### src/rtl/hit_score_engine.sv
// hit_score_engine: rhythm-game scoring core.
// Judges PS/2 key presses against the active target lane and keeps a decaying
// hit weight, a saturating BCD score, hit/combo counters and the game-over flag.
//
// Key event handshake: key_valid is a one-cycle strobe with no back-pressure.
// key_code/key_break are only meaningful while key_valid is high, and every
// strobe is consumed on the edge where it is sampled. A press is key_valid with
// key_break low; release events never affect the game. target_load is also a
// one-cycle strobe and takes priority over a key strobe in the same cycle.
module hit_score_engine #(
  parameter int                 LANES       = 4,
  parameter int                 DIGITS      = 3,
  parameter logic [8*LANES-1:0] LANE_KEYS   = {8'h2B, 8'h23, 8'h1B, 8'h1C},
  parameter int                 WEIGHT_MAX  = 7,
  parameter int                 WEIGHT_MIN  = 1,
  parameter int                 DECAY_TICKS = 10444303,
  parameter int                 MAX_HITS    = 100,
  localparam int                LW          = (LANES > 1) ? $clog2(LANES) : 1
) (
  input  logic                clk,
  input  logic                reset,
  input  logic                target_load,
  input  logic [LW-1:0]       target_lane,
  input  logic                key_valid,
  input  logic [7:0]          key_code,
  input  logic                key_break,
  output logic                hit,
  output logic                miss,
  output logic [4*DIGITS-1:0] score_bcd,
  output logic [3:0]          weight,
  output logic [7:0]          combo,
  output logic [7:0]          hit_count,
  output logic                game_over,
  output logic [1:0]          state_dbg
);

  localparam int CW = $clog2(DECAY_TICKS);

  typedef enum logic [1:0] {
    IDLE   = 2'd0,
    ARMED  = 2'd1,
    LOCKED = 2'd2,
    OVER   = 2'd3
  } state_t;

  state_t              state;
  logic [LW-1:0]       lane_q;
  logic [CW-1:0]       decay_cnt;
  logic                key_match;
  logic                press;
  logic [4*DIGITS-1:0] score_sum;
  logic [4:0]          dsum;
  logic [4:0]          dadj;
  logic [3:0]          carry;

  assign press     = key_valid & ~key_break;
  assign state_dbg = state;

  // Compare the scan code against the key of the latched lane; lanes beyond
  // LANES have no key and therefore never match.
  always_comb begin
    key_match = 1'b0;
    for (int i = 0; i < LANES; i++) begin
      if (lane_q == LW'(i) && key_code == LANE_KEYS[8*i +: 8]) key_match = 1'b1;
    end
  end

  // Ripple BCD add of the current weight into the score; overflow past the
  // last digit saturates the whole score to all nines.
  always_comb begin
    score_sum = '0;
    carry     = weight;
    dsum      = '0;
    dadj      = '0;
    for (int i = 0; i < DIGITS; i++) begin
      dsum = {1'b0, score_bcd[4*i +: 4]} + {1'b0, carry};
      dadj = dsum - 5'd10;
      if (dsum > 5'd9) begin
        score_sum[4*i +: 4] = dadj[3:0];
        carry               = 4'd1;
      end else begin
        score_sum[4*i +: 4] = dsum[3:0];
        carry               = 4'd0;
      end
    end
    if (carry != 4'd0) score_sum = {DIGITS{4'h9}};
  end

  // Game FSM with decay timer, judgement and all registered outputs.
  always_ff @(posedge clk) begin
    if (!reset) begin
      state     <= IDLE;
      lane_q    <= '0;
      decay_cnt <= '0;
      weight    <= 4'(WEIGHT_MAX);
      score_bcd <= '0;
      combo     <= '0;
      hit_count <= '0;
      hit       <= 1'b0;
      miss      <= 1'b0;
      game_over <= 1'b0;
    end else begin
      hit  <= 1'b0;
      miss <= 1'b0;
      if (state != OVER) begin
        if (target_load) begin
          state     <= ARMED;
          lane_q    <= target_lane;
          weight    <= 4'(WEIGHT_MAX);
          decay_cnt <= '0;
        end else begin
          if (state == ARMED || state == LOCKED) begin
            if (decay_cnt == CW'(DECAY_TICKS - 1)) begin
              decay_cnt <= '0;
              if (weight > 4'(WEIGHT_MIN)) weight <= weight - 4'd1;
            end else begin
              decay_cnt <= decay_cnt + 1'b1;
            end
          end
          if (state == ARMED && press) begin
            if (key_match) begin
              hit       <= 1'b1;
              score_bcd <= score_sum;
              hit_count <= hit_count + 8'd1;
              if (combo != 8'hFF) combo <= combo + 8'd1;
              if (hit_count + 8'd1 == 8'(MAX_HITS)) begin
                state     <= OVER;
                game_over <= 1'b1;
              end else begin
                state <= LOCKED;
              end
            end else begin
              miss  <= 1'b1;
              combo <= '0;
            end
          end
        end
      end
    end
  end

endmodule
### config.mk
export PLATFORM = sky130hd
export DESIGN_NAME = hit_score_engine
export DESIGN_NICKNAME = d
export VERILOG_FILES = /design/src/rtl/hit_score_engine.sv
export SDC_FILE = /design/constraint.sdc
export NUM_CORES = 1
export LEC_CHECK = 0
export ABC_AREA = 1
export CORE_ASPECT_RATIO = 0.5
export CORE_MARGIN = 4
export CORE_UTILIZATION = 40
export CTS_CLUSTER_SIZE = 28
export DETAILED_ROUTE_END_ITERATION = 10
export HOLD_SLACK_MARGIN = 0.12
export PLACE_DENSITY_LB_ADDON = 0.12
export SYNTH_ARGS = -nofsm -noshare
export SYNTH_HDL_FRONTEND = slang
export SYNTH_SLANG_ARGS = --single-unit
### constraint.sdc
create_clock -name clk -period 3.6 [get_ports clk]
set_input_delay 0.72 -clock clk [delete_from_list [all_inputs] [get_ports clk]]
set_output_delay 0.72 -clock clk [all_outputs]
set_load 0.01 [all_outputs]
==> results of run 1 <==
## sequential cells by signal, indices dropped and copies added, names as in the netlist
register	flops
combo	8
decay_cnt	24
game_over	1
hit	1
hit_count	8
lane_q	2
miss	1
score_bcd	12
state_dbg	2
weight	4
## area by class of cell
type	instances	area [sq um]
clock buffer	13	280
timing repair buffer	70	653
fill	877	4020
tap	117	146
inverter	62	233
sequential	63	1260
multi-input combinational	439	2280
clock inverter	3	15.0
## kinds of logic (layout without fill, tap and decap cells)
group	after synthesis	after routing	synth area share
compound gates	83	83	0.117
xor+xnor	9	9	0.0211
fa+ha+maj	19	19	0.0658
buf+inv	71	148	0.0749
flops	63	63	0.338
simple gates	328	328	0.383
## worst max path at each step
stage                         to  slack (ns)  cells past startpoint
floorplan           score_bcd[5]        0.02                     21
global placement    score_bcd[1]       0.003                     21
detailed placement  score_bcd[6]       -0.06                     21
CTS                 score_bcd[1]        0.04                     21
global route        score_bcd[5]        0.02                     22
finish              score_bcd[5]        0.26                     22
## stage by stage
stage	total power [uW]	setup slack, ns	utilization
2_1_floorplan	779	0.0165	-
3_3_place_gp	825	0.00263	0.503
3_5_place_dp	824	-0.0650	0.503
4_1_cts	1680	0.0352	0.540
5_1_grt	1730	0.0249	0.548
6_report	1660	0.263	0.548
## per-layer routing
| metal | wire (um) | up-vias | track usage | share of wire |
|---|---|---|---|---|
| met3 | 442 | 8 | 0.0771 | 0.046 |
| met2 | 4460 | 56 | 0.296 | 0.47 |
| met5 | 0 | - | 0 | 0 |
| li1 | - | 2009 | - | - |
| met4 | 79 | 0 | 0.0447 | 0.0083 |
| met1 | 4580 | 1732 | 0.234 | 0.48 |
## timing repair
action	4_1_cts	5_1_grt
resized for setup	7	15
pin swaps	0	4
hold buffers	0	0
buffers inserted	0	1
endpoints found under the setup margin	9	12
## cells in the final DEF (no fill, tap or decap), drive strengths merged, types with 6 or more instances in the layout
master,synthesis,final
o21ai,30,30
xor2,6,6
a21oi,45,45
clkdlybuf4s50,0,51
nor2,99,99
buf,5,19
nand2,149,149
nand4,14,14
nor3,7,7
nand3,49,49
inv,62,62
clkbuf,4,13
dfxtp,63,63
ha,18,18
## report_power, final
group          switching (uW)  internal [uW]
combinational            62.0           40.0
sequential               3.92            703
clock                     311            537
## critical path, stage by stage, from the launching register on
cell	delay, ns
sky130_fd_sc_hd__dfxtp_2	0.32
sky130_fd_sc_hd__ha_2	0.16
sky130_fd_sc_hd__inv_1	0.05
sky130_fd_sc_hd__fa_2	0.33
sky130_fd_sc_hd__buf_4	0.14
sky130_fd_sc_hd__nand2_1	0.08
sky130_fd_sc_hd__nand3_2	0.08
sky130_fd_sc_hd__nand3_2	0.08
sky130_fd_sc_hd__nand2_2	0.09
sky130_fd_sc_hd__ha_4	0.18
sky130_fd_sc_hd__ha_2	0.19
sky130_fd_sc_hd__xnor2_2	0.18
sky130_fd_sc_hd__nand2_1	0.09
sky130_fd_sc_hd__nand2_2	0.09
sky130_fd_sc_hd__nand2_2	0.08
sky130_fd_sc_hd__ha_4	0.17
sky130_fd_sc_hd__ha_4	0.21
sky130_fd_sc_hd__nand3b_1	0.16
sky130_fd_sc_hd__a21oi_2	0.14
sky130_fd_sc_hd__nand3_2	0.14
sky130_fd_sc_hd__inv_2	0.13
sky130_fd_sc_hd__nand2_1	0.07
sky130_fd_sc_hd__a21oi_2	0.10
==> impl_metrics.ini, run 1 <==
[status]
outcome = finished clean

[setup_path]
ff2ff_setup_slack_ns = 0.26
worstSetupStartpoint = weight[0]
r2r_end = score_bcd[5]
cp_data_arrival_time_ns = 3.60
r2r_start = weight[0]
critical_path_peak_fanout = 5
crit_path_start_kind = register
endpoint_kind_of_the_worst_setup_timing_path = register
crit_type = register to register
reg2regPathDepth = 22
cp.required_ns = 3.86

[drt]
via_per_instance_ratio = 4.96
detailroute.via_count = 3805
first_pass_iters = 4
post_drt_wl_per_cell_um = 12.5
drc = 0
wl_um = 9560
detail-route-antenna-nets = 0
first_iteration_detailed_routing_drc_count = 133

[layout]
area_delta_synth_final_pct = 30.6
diodes = 0
final_net_count = 679
final_cell_area_sq_um = 4870
instances_no_fill = 767
fraction_of_final_layout_cells_sized_beyond_drive_strength_1 = 0.114

[timing]
final.period_utilization = 0.927
unrepaired_setup_endpoints_after_global_routing = false
maxClockFrequency_ghz = 0.300
timing.final.hold_violations = 0
worst_tran_pin_value_ns = 0.649
worst_clock_skew_ns = 0.00713
setup_viol_count_final = 0
totalNegativeSetupSlack_ns = 0
slew_headroom = 0.567
report.final.slew_viol_count = 0
final.hold.worst_slack_ns = 0.446
shortest_period_the_worst_path_allows_ns = 3.34

[synthesis]
yosys_warnings = 0
synth.ff_latch_count = 63
most_frequent_cell_after_synthesis = sky130_fd_sc_hd__nand2_1
synth_area_sq_um = 3730
synth.avg_cell_area_sq_um = 6.50
synth_cell_type_count = 34
synth_common_cells = sky130_fd_sc_hd__nand2_1 (145), sky130_fd_sc_hd__nor2_1 (93), sky130_fd_sc_hd__dfxtp_1 (63)
proportion_of_synthesized_chip_area_in_sequential_cells = 0.338
area_share_of_the_leading_cell_type_in_the_synthesized_netlist = 0.338
syn-num-nets = 607
postSynth.asyncResetShare = 0
synth-main-ff-cell = sky130_fd_sc_hd__dfxtp_1
syn-instance-count = 573
synth_enable_flop_cells = 0
yosys.area.top_type = sky130_fd_sc_hd__dfxtp_1
synth.area.top_cells = sky130_fd_sc_hd__dfxtp_1 (34%), sky130_fd_sc_hd__nand2_1 (15%), sky130_fd_sc_hd__nor2_1 (9.4%), sky130_fd_sc_hd__nand3_1 (6.3%), sky130_fd_sc_hd__a21oi_1 (6.0%)

[placed_design]
placed_area_sq_um = 4470
place.port_buffers = 51
final_hpwl_dp_um = 6950
dp.cells = 750
globalplace.congestion = 0.879

[clock_tree]
cts_inserted_buffers = 9
cts.sinks = 63
cts_buffer_depth = 2
cts_tree = built
cts.reportedPaths.clkPinSlew_ns = 0.06
clock_insertion_delay_worst_skew_ns = 0.33
htree_levels = 3
clockRootBuffer = sky130_fd_sc_hd__clkbuf_16

[floorplanning]
die_width_um = 145
initial_utilization = 0.419
ios = 52
placeableCoreArea_sq_um = 8890
die-height_um = 76.3
die-area_sq_um = 11000
placement_rows = 24

[flow_run]
timing.max_cap.violations = 0

[power_and_ir_drop]
irDropWorstVdd_uv = 228
power_density_nw_per_um2 = 340
power.static_leakage_uw = 0.00203

[hold_path]
min_path_cells = 2
whs_endpoint = game_over
worstHoldPathType = register to register
hp-start = game_over

[grt]
grt_max_degree = 29
globalRouteOverflowTotal = 0
grt_usage = 0.186
initial_antenna_violation_count = 0
vias_in_the_first_global_route = 3654
grt_pass1_wl_um = 16800
(Power assumes the default switching activity.)
==> run 2, diff against run 1 <==
CORE_UTILIZATION = 50   (was 40)
==> impl_metrics.ini, run 2 (synthesis gave the netlist of run 1 again) <==
[status]
outcome = finished clean

[floorplanning]
placeableCoreArea_sq_um = 6960
ios = 52
initial_utilization = 0.535
placement_rows = 21
die-area_sq_um = 8980
die_width_um = 130
die-height_um = 69.1

[layout]
utilization = 0.700
largest_register_ffs = 24
final_common_cell = sky130_fd_sc_hd__nand2_1
fraction_of_final_layout_cells_sized_beyond_drive_strength_1 = 0.115
diodes = 0
largest_register_by_flop_count = decay_cnt
instances_no_fill = 745
reg_top3 = decay_cnt x24, score_bcd x12
n_fill_cell = 595
final_net_count = 682
area_delta_synth_final_pct = 30.8
most-common-layout-cells = sky130_fd_sc_hd__nand2_1 (142), sky130_fd_sc_hd__nor2_1 (93), sky130_fd_sc_hd__dfxtp_1 (61), sky130_fd_sc_hd__inv_1 (55), sky130_fd_sc_hd__clkdlybuf4s50_1 (51)

[setup_path]
endpoint_kind_of_the_worst_setup_timing_path = register
crit_path_start_kind = register
critical_path_peak_fanout = 5
cp.required_ns = 3.86
crit_type = register to register
cp_data_arrival_time_ns = 3.64

[clock_tree]
clock_insertion_delay_worst_skew_ns = 0.33
cts_tree = built
postCtsHoldBufs = 0
cts_buffer_depth = 2
cts_inserted_buffers = 9
cts.sinks = 63
htree_levels = 3
clockRootBuffer = sky130_fd_sc_hd__clkbuf_16
cts.reportedPaths.clkPinSlew_ns = 0.05

[grt]
grt_pass1_wl_um = 16400
globalRouteOverflowTotal = 0
vias_in_the_first_global_route = 3637
grt_max_degree = 29
grt_usage = 0.224
initial_antenna_violation_count = 0

[hold_path]
worstHoldPathType = register to register

[placed_design]
place.port_buffers = 51
dp.cells = 725
globalplace.congestion = 0.910
final_hpwl_dp_um = 6890

[timing]
report.final.slew_viol_count = 0
worst_clock_skew_ns = 0.00409
timing.final.hold_violations = 0
final.period_utilization = 0.939
shortest_period_the_worst_path_allows_ns = 3.38
maxClockFrequency_ghz = 0.296
setup_viol_count_final = 0
worst_tran_pin_value_ns = 0.702
slew_headroom = 0.531

[drt]
via_per_instance_ratio = 5.19
detailroute.via_count = 3869
drc = 0
post_drt_wl_per_cell_um = 12.8
detail-route-antenna-nets = 0
wl_um = 9560
first_pass_iters = 5
first_iteration_detailed_routing_drc_count = 226

[flow_run]
timing.max_cap.violations = 0

[power_and_ir_drop]
irDropWorstVdd_uv = 232
power_density_nw_per_um2 = 348
power.static_leakage_uw = 0.00204
fin_total_pwr_uw = 1700
-- run 2: repair_timing --
item                       CTS  global route
cloned                       0             0
pin swaps                    0             3
setup endpoints to repair   12            12
resized for setup           10            10
setup buffers                1             3
-- run 2: routing by layer --
| metal | track usage | vias up | share of wire |
|---|---|---|---|
| met3 | 0.0756 | 13 | 0.066 |
| met1 | 0.279 | 1709 | 0.46 |
| met4 | 0.0657 | 0 | 0.011 |
| met5 | 0 | - | 0 |
| li1 | - | 2017 | - |
| met2 | 0.365 | 130 | 0.47 |
-- run 2: path summary, 6_finish.rpt --
path / start / end / slack, ns / cells past startpoint
max: score_bcd[0] / score_bcd[5] / 0.22 / 22
min: game_over / game_over / 0.45 / 2
max reg2reg: score_bcd[0] / score_bcd[5] / 0.22 / 22
min reg2reg: game_over / game_over / 0.45 / 2
-- run 2: per-stage QoR --
step	hold WS (ns)	setup WS (ns)	TNS, ns	cell area (sq um)
6_report	0.449	0.218	0	4880
4_1_cts	0.448	0.0472	0	4800
3_5_place_dp	0.440	-0.207	-1.42	4440
3_3_place_gp	0.432	-0.0410	-0.121	4440
2_1_floorplan	0.447	0.0165	0	3730
5_1_grt	0.476	-0.0288	-0.0655	4880
-- run 2: where the power goes --
| part | total, uW | leakage [uW] | internal [uW] | switching, uW |
|---|---|---|---|---|
| registers | 708 | 0.000509 | 703 | 4.06 |
| logic | 103 | 0.00138 | 40.8 | 62.6 |
| clock network | 888 | 0.000156 | 590 | 298 |
| total | 1700 | 0.00204 | 1330 | 365 |
-- run 2: worst max-delay path, cell delays in order, from the launching register on --
cell and delay (ns):
sky130_fd_sc_hd__dfxtp_2 0.33, sky130_fd_sc_hd__ha_2 0.17, sky130_fd_sc_hd__inv_1 0.05, sky130_fd_sc_hd__fa_2 0.33, sky130_fd_sc_hd__or2_2 0.31, sky130_fd_sc_hd__nand3_1 0.08
sky130_fd_sc_hd__nand3_2 0.10, sky130_fd_sc_hd__nand2_2 0.11, sky130_fd_sc_hd__ha_4 0.15, sky130_fd_sc_hd__buf_4 0.11, sky130_fd_sc_hd__nand3_1 0.07, sky130_fd_sc_hd__nand2_1 0.08
sky130_fd_sc_hd__nand2_1 0.08, sky130_fd_sc_hd__nand2_2 0.09, sky130_fd_sc_hd__nand2_4 0.07, sky130_fd_sc_hd__ha_4 0.18, sky130_fd_sc_hd__ha_4 0.21, sky130_fd_sc_hd__nand3b_1 0.16
sky130_fd_sc_hd__a21oi_2 0.14, sky130_fd_sc_hd__nand3_2 0.15, sky130_fd_sc_hd__inv_2 0.13, sky130_fd_sc_hd__nand2_1 0.07, sky130_fd_sc_hd__a21oi_1 0.11
-- run 2: final cells by class --
| class | instances | area, sq um | area share |
|---|---|---|---|
| Sequential cell | 63 | 1260 | 0.259 |
| Tap cell | 92 | 115 | 0.0236 |
| Timing Repair Buffer | 73 | 676 | 0.139 |
| Clock buffer | 13 | 270 | 0.0554 |
| Inverter | 62 | 233 | 0.0477 |
| Clock inverter | 3 | 40.0 | 0.00821 |
| Multi-Input combinational cell | 439 | 2280 | 0.467 |
